File: src/rtl/minterm_sweeper.sv
// Steps a 4-input function block through all 16 input vectors, waits a settle time on each,
// and captures f_p into a truth table and a ones count. done pulses for one cycle at the end.
module minterm_sweeper #(
    parameter int unsigned SETTLE_CYCLES = 1
) (
    input  logic        clk,
    input  logic        rst_n,
    input  logic        start,
    input  logic        abort,
    input  logic        f_p,
    output logic        a,
    output logic        b,
    output logic        c,
    output logic        d,
    output logic        busy,
    output logic        done,
    output logic [15:0] truth_table,
    output logic [4:0]  ones_count
);

    typedef enum logic [1:0] {IDLE, SETTLE, SAMPLE, DONE} state_t;

    localparam logic [3:0] SETTLE_LD = 4'(SETTLE_CYCLES);
    localparam state_t     LOAD_ST   = (SETTLE_CYCLES == 0) ? SAMPLE : SETTLE;

    state_t      state_q;
    logic [3:0]  idx_q;
    logic [3:0]  cnt_q;
    logic        busy_q;
    logic        done_q;
    logic [15:0] tt_q;
    logic [4:0]  oc_q;

    // idx_q is forced to 0 whenever the sweep is not running, so it drives a..d directly.
    always_ff @(posedge clk or negedge rst_n) begin
        if (!rst_n) begin
            state_q <= IDLE;
            idx_q   <= 4'd0;
            cnt_q   <= 4'd0;
            busy_q  <= 1'b0;
            done_q  <= 1'b0;
            tt_q    <= 16'd0;
            oc_q    <= 5'd0;
        end else begin
            done_q <= 1'b0;
            case (state_q)
                IDLE: begin
                    if (start && !abort) begin
                        tt_q    <= 16'd0;
                        oc_q    <= 5'd0;
                        idx_q   <= 4'd0;
                        cnt_q   <= SETTLE_LD;
                        busy_q  <= 1'b1;
                        state_q <= LOAD_ST;
                    end
                end
                SETTLE: begin
                    if (abort) begin
                        state_q <= IDLE;
                        busy_q  <= 1'b0;
                        idx_q   <= 4'd0;
                    end else begin
                        cnt_q <= cnt_q - 4'd1;
                        if (cnt_q == 4'd1) state_q <= SAMPLE;
                    end
                end
                SAMPLE: begin
                    if (abort) begin
                        state_q <= IDLE;
                        busy_q  <= 1'b0;
                        idx_q   <= 4'd0;
                    end else begin
                        tt_q[idx_q] <= f_p;
                        oc_q        <= oc_q + {4'd0, f_p};
                        if (idx_q == 4'd15) begin
                            state_q <= DONE;
                            busy_q  <= 1'b0;
                            done_q  <= 1'b1;
                            idx_q   <= 4'd0;
                        end else begin
                            idx_q   <= idx_q + 4'd1;
                            cnt_q   <= SETTLE_LD;
                            state_q <= LOAD_ST;
                        end
                    end
                end
                DONE: begin
                    state_q <= IDLE;
                end
                default: begin
                    state_q <= IDLE;
                    busy_q  <= 1'b0;
                    idx_q   <= 4'd0;
                end
            endcase
        end
    end

    assign {a, b, c, d}  = idx_q;
    assign busy          = busy_q;
    assign done          = done_q;
    assign truth_table   = tt_q;
    assign ones_count    = oc_q;

endmodule

File: config.mk
export PLATFORM = sky130hd
export DESIGN_NAME = minterm_sweeper
export DESIGN_NICKNAME = d
export VERILOG_FILES = /design/src/rtl/minterm_sweeper.sv
export SDC_FILE = /design/constraint.sdc
export NUM_CORES = 1
export LEC_CHECK = 0
export ABC_AREA = 1
export BUFFER_PORTS_ARGS = -buffer_cell sky130_fd_sc_hd__buf_2
export CAP_MARGIN = 10
export CORE_UTILIZATION = 40
export CTS_CLUSTER_SIZE = 10
export DETAILED_ROUTE_END_ITERATION = 16
export GPL_TIMING_DRIVEN = 0
export SYNTH_ARGS = -nofsm -noshare
export SYNTH_HDL_FRONTEND = slang
export SYNTH_SLANG_ARGS = --single-unit
File: constraint.sdc
create_clock -name clk -period 2.2 [get_ports clk]
set_input_delay 0.66 -clock clk [delete_from_list [all_inputs] [get_ports clk]]
set_output_delay 0.66 -clock clk [all_outputs]
set_load 0.005 [all_outputs]
### Word level (Yosys, flattened, before mapping)

Index checks and enable logic that the tools add are counted.

| storage, ports and cells | value |
|---|---|
| bits in registers | 33 |
| output and inout port bits | 27 |
| logic and storage cells | 68 |

| cells by class | value |
|---|---|
| add/sub/neg operators | 3 |
| order comparisons | 2 |
| equality and inequality tests | 12 |
| mux-type cells | 33 |
| reductions and logical operators | 11 |

Operators with widths:

| kind | count |
|---|---|
| $mux W16 | 2 |
| $mux W4 | 8 |
| $pmux W16 S2 | 1 |
| $pmux W4 S3 | 2 |
| $bwmux W16 | 1 |
| $mux W2 | 5 |
| $mux W5 | 2 |
| $ne A2 B2 Y1 const B | 5 |
| $pmux W5 S2 | 1 |
| $mux W1 | 8 |
| $pmux W2 S4 | 1 |
| $ne A3 B3 Y1 const B | 2 |
| $reduce_and A3 Y1 | 2 |
| $add A5 B1 Y5 | 1 |
| $lt A4 B5 Y1 const B | 1 |
| $reduce_and A5 Y1 | 1 |
| $add A4 B1 Y4 const B | 1 |
| $demux W1 S4 | 1 |
| $eq A2 B2 Y1 const B | 2 |
| $eq A4 B1 Y1 const B | 1 |
| $eq A4 B4 Y1 const B | 1 |
| $ge A4 B1 Y1 const B | 1 |
| $reduce_and A4 Y1 | 1 |
| $sub A4 B1 Y4 const B | 1 |
| 8 further kinds | 9 |

### Longest topological paths before layout

| depth | value |
|---|---|
| word-level depth | 7 |
| depth in mapped cells | 12 |
| gate-level depth less buffers | 10 |

### Worst setup path before layout

OpenSTA, ideal clock, no wires.

| path | value |
|---|---|
| path type | in2reg |
| start point | input f_p |
| end point | register oc_q[2], in the netlist ones_count[2] |
| library setup time | 0.121 ns |
| data arrival time | 1.461 ns |
| required time | 2.079 ns |
| setup slack | 0.618 ns |
| cell stages on the path | 5 |
| cell sequence | ha_1 > ha_1 > or2_2 > nand3_1 > o21ai_1 |

| on the way | value |
|---|---|
| word-level cells in the longest chain between the ends | 3 |

Ends and longest elaborated chain:

| what | RTL line | source |
|---|---|---|
| start: declaration | 10 | `input logic f_p,` |
| $add A5 B1 Y5 | 74 | `oc_q <= oc_q + {4'd0, f_p};` |
| $mux W5 | 68 | `if (abort) begin` |
| $pmux W5 S2 | 46 | `case (state_q)` |
| end signal: assignment | 74 |  |
| end: declaration | 32 | `logic [4:0] oc_q;` |

Every way passes these cells. The select of a mux whose other input is x is not followed.
A chain may end at the register's enable or synchronous reset.

### Worst setup path after layout

| path | value |
|---|---|
| start point | register state_q[0] |
| end point | register idx_q[3] |

| on the way | value |
|---|---|
| word-level cells in the longest chain between the ends | 3 |
| elaborated cells on any way between the ends | 8 |

Ends and longest elaborated chain:

| what | RTL line | source |
|---|---|---|
| start: declaration | 26 | `state_t state_q;` |
| start signal: assignment | 37 | `state_q <= IDLE;` |
| start signal: assignment | 54 | `state_q <= LOAD_ST;` |
| start signal: assignment | 59 | `state_q <= IDLE;` |
| $eq A2 B1 Y1, or another cell as far along | 46 |  |
| $ne A2 B2 Y1 (no line) or $reduce_bool A3 Y1 (tied branches) | - |  |
| $reduce_and A3 Y1 (no line) | - |  |
| end signal: assignment | 81 | `idx_q <= idx_q + 4'd1;` |
| end: declaration | 27 | `logic [3:0] idx_q;` |

Parallel ways exist; a longest one is shown, timed or not.

==> flow_summary.toml <==
[run_status]
run_status = "finished clean"

[clocking]
cts.sinks = 33
cts_tree = "done"
htreeDepth = 2
cts.clk_slew.worst_paths_ns = 0.07
numCtsBuffers = 5
post-cts-setup-buffers = 0
worstSkewPairLatency_ns = 0.28
cts_root_buf = "clkbuf_8"
cts_resized = 0
ctsHoldBuffers = 0
cts_max_path_buffers = 2

[route]
routed_wl_um = 4300
dr_total_vias = 1774
vias_per_cell = 4.64
drt_pre_antenna_iters = 4
wl_per_cell_um = 11.3
final_antenna_net_count = 0
drcViolationCount = 0
drtIter0Drc = 68

[worst_setup_path]
cp_data_arrival_time_ns = 1.93
rr_endpoint = "idx_q[3]$_DFFE_PN0P_"
rr_startpoint = "state_q[0]$_DFFE_PN0P_"
rrSetupSlack_ns = 0.49
worstPathCellList = "inv_1 > ha_1 > buf_4 > inv_2 > nor2_2 > nand2_4 > nor2_1 > nand3_1 > nand2_1"
slowest_delay_ns = 0.41
criticalPathCategory = "flip-flop to flip-flop"
crit_fanout = 8
reg2reg_depth = 9
required_ns = 2.42
cp-start-kind = "flip-flop"
critPathBufInv = 3
endpoint_kind = "flip-flop"
crit_path_top_delay_cell = "dfrtp_1"
critPathTopFamily = "simple AND/OR/NAND/NOR gates"

[layout]
layout-drive-gt1-share = 0.190
area_delta_synth_final_pct = 15.9
utilization = 0.491
nets = 334
fillers = 527
seq_area_sq_um = 826
n_antenna_cell = 0
multi_input_area_sq_um = 1040

[floorplan]
coreArea_sq_um = 4820
fp.dieArea_sq_um = 5390
chipWidth_um = 73.4
die_y_um = 73.4
initial_utilization = 0.424
ios = 32
rows = 25

[pwr]
power_density_nw_per_um2 = 975
vdd_drop_max_mv = 0.433
power_frac_comb = 0.476
swShare = 0.431
p_leak_nw = 1.43
pwr-share-clk = 0.200
p_int_mw = 1.31
seq_power_share = 0.324
p_sw_uw = 994

[sta]
clock_skew_ns = 0.00459
worstMarginPinSlew_ns = 0.743
fin_crit_ns = 1.71
maxSlewViolCount = 0
slew_headroom = 0.505
final_hold_viol_count = 0
rsz0062_at_grt = "false"
timing.fmax_mhz = 585
tns_ns = 0
final.period_utilization = 0.777
setup_viol = 0

[yosys]
ys_warn_count = 0
synth_cells = 277
ys_seq_elements = 33
avgSynthCellArea_sq_um = 7.37
synth_top_area_frac = 0.405
synth_nets = 296
synth_cell_types = 25
netlist_area_sq_um = 2040
yosys.area.top_type = "dfrtp_1"
ys_top_cells_by_area = "dfrtp_1 (40%), nand2_1 (20%), ha_1 (8.6%), nand3_1 (6.9%), inv_1 (5.2%)"
ys_seq_area_frac = 0.405

[job]
maxCapViolCount = 0

[worst_hold_path]
hold_path.class = "input pin to async pin"

[global_route]
antenna_found_initial = 0
grt_usage = 0.179
grt_overflow = 0
grt_max_degree = 34
grt_pass1_wl_um = 7290
grt_pass1_vias = 1584

[place]
dp_hpwl_um = 3160
portBuffers = 31
globalplace.congestion = 0.769
[cell usage in the layout (no fill, tap or decap), types with 4 or more instances in the layout]
| cell type | n |
|---|---|
| nand2_1 | 110 |
| inv_1 | 28 |
| a21oi_1 | 4 |
| ha_1 | 14 |
| inv_2 | 5 |
| buf_2 | 33 |
| dfrtp_1 | 33 |
| o21ai_1 | 8 |
| nor2_1 | 15 |
| clkbuf_8 | 6 |
| nand3_1 | 28 |
| o21ai_0 | 4 |
| nand4_1 | 6 |
| nand2_4 | 4 |
[worst reg2reg max path, cell delays in order (launching register included)]
cell and delay [ns]:
dfrtp_1 0.41, inv_1 0.14, ha_1 0.16, buf_4 0.16, inv_2 0.07, nor2_2 0.16
nand2_4 0.10, nor2_1 0.25, nand3_1 0.12, nand2_1 0.08
[layout make-up]
cell class                 count  area share
timing repair buffer          31      0.0656
buffer                         7      0.0217
inverter                      33      0.0524
tap                           67      0.0354
multi-input combinational    204       0.439
clock buffer                   7      0.0365
sequential                    33       0.349
[synthesized netlist by cell type]
| master | number |
|---|---|
| a21oi_1 | 4 |
| a21oi_2 | 1 |
| buf_2 | 2 |
| buf_4 | 2 |
| buf_6 | 2 |
| clkbuf_1 | 1 |
| dfrtp_1 | 33 |
| ha_1 | 14 |
| inv_1 | 28 |
| inv_2 | 5 |
| nand2_1 | 110 |
| nand2_2 | 1 |
| nand2_4 | 4 |
| nand3_1 | 28 |
| nand3b_1 | 1 |
| nand4_1 | 6 |
| nor2_1 | 15 |
| nor2_2 | 3 |
| nor2_8 | 1 |
| o21a_1 | 1 |
| o21ai_0 | 4 |
| o21ai_1 | 8 |
| o21ai_2 | 1 |
| or2_2 | 1 |
| xor2_1 | 1 |
[sequential cells by signal, summed over array words and instances, names as in the netlist]
name	cells
state_q	2
idx_q	4
busy	1
truth_table	16
cnt_q	4
done	1
ones_count	5
[how the worst max path moves through the flow]
| stage | startpoint | end | cells after the start |
|---|---|---|---|
| 5_1_grt | state_q[0]$_DFFE_PN0P_ | idx_q[3]$_DFFE_PN0P_ | 9 |
| 3_5_place_dp | f_p | ones_count[2]$_DFFE_PN0P_ | 6 |
| 3_3_place_gp | f_p | ones_count[2]$_DFFE_PN0P_ | 6 |
| 2_1_floorplan | f_p | ones_count[2]$_DFFE_PN0P_ | 5 |
| 6_report | state_q[0]$_DFFE_PN0P_ | idx_q[3]$_DFFE_PN0P_ | 9 |
| 4_1_cts | state_q[0]$_DFFE_PN0P_ | idx_q[3]$_DFFE_PN0P_ | 9 |
[logic make-up after synthesis]
logic type               Yosys count  synth area share
AO/OA/AOI/OAI                     19            0.0515
buffers and inverters             40            0.0858
AND/OR/NAND/NOR                  170             0.368
flip-flops                        33             0.405
adder cells (fa/ha/maj)           14            0.0858
XOR/XNOR                           1           0.00429
[power by group through the flow]
stage	logic [mW]	clock network (mW)	registers, mW
5_1_grt	1.27	0.504	0.755
6_report	1.10	0.461	0.746
3_5_place_dp	1.10	0	0.757
3_3_place_gp	1.09	0	0.757
4_1_cts	1.11	0.478	0.746
2_1_floorplan	0.853	0	0.747
[routing by layer]
| layer | part of all wire | global-route usage | up-vias |
|---|---|---|---|
| met4 | 0.015 | 0.0577 | 0 |
| met2 | 0.42 | 0.269 | 39 |
| met5 | 0 | 0 | - |
| met3 | 0.046 | 0.0412 | 6 |
| li1 | - | - | 938 |
| met1 | 0.52 | 0.255 | 791 |
[stage by stage]
step                area [sq um]  hold WS, ns  worst slack, ns  power [mW]  instances
finish                      2370        0.436            0.491        2.31        382
global route                2370        0.484            0.318        2.53        382
CTS                         2370        0.460            0.454        2.33        382
detailed placement          2280        0.454            0.436        1.86        375
global placement            2280        0.452            0.456        1.85        375
floorplan                   2040        0.364            0.618        1.60        277
Power figures use the tool's default switching activity.
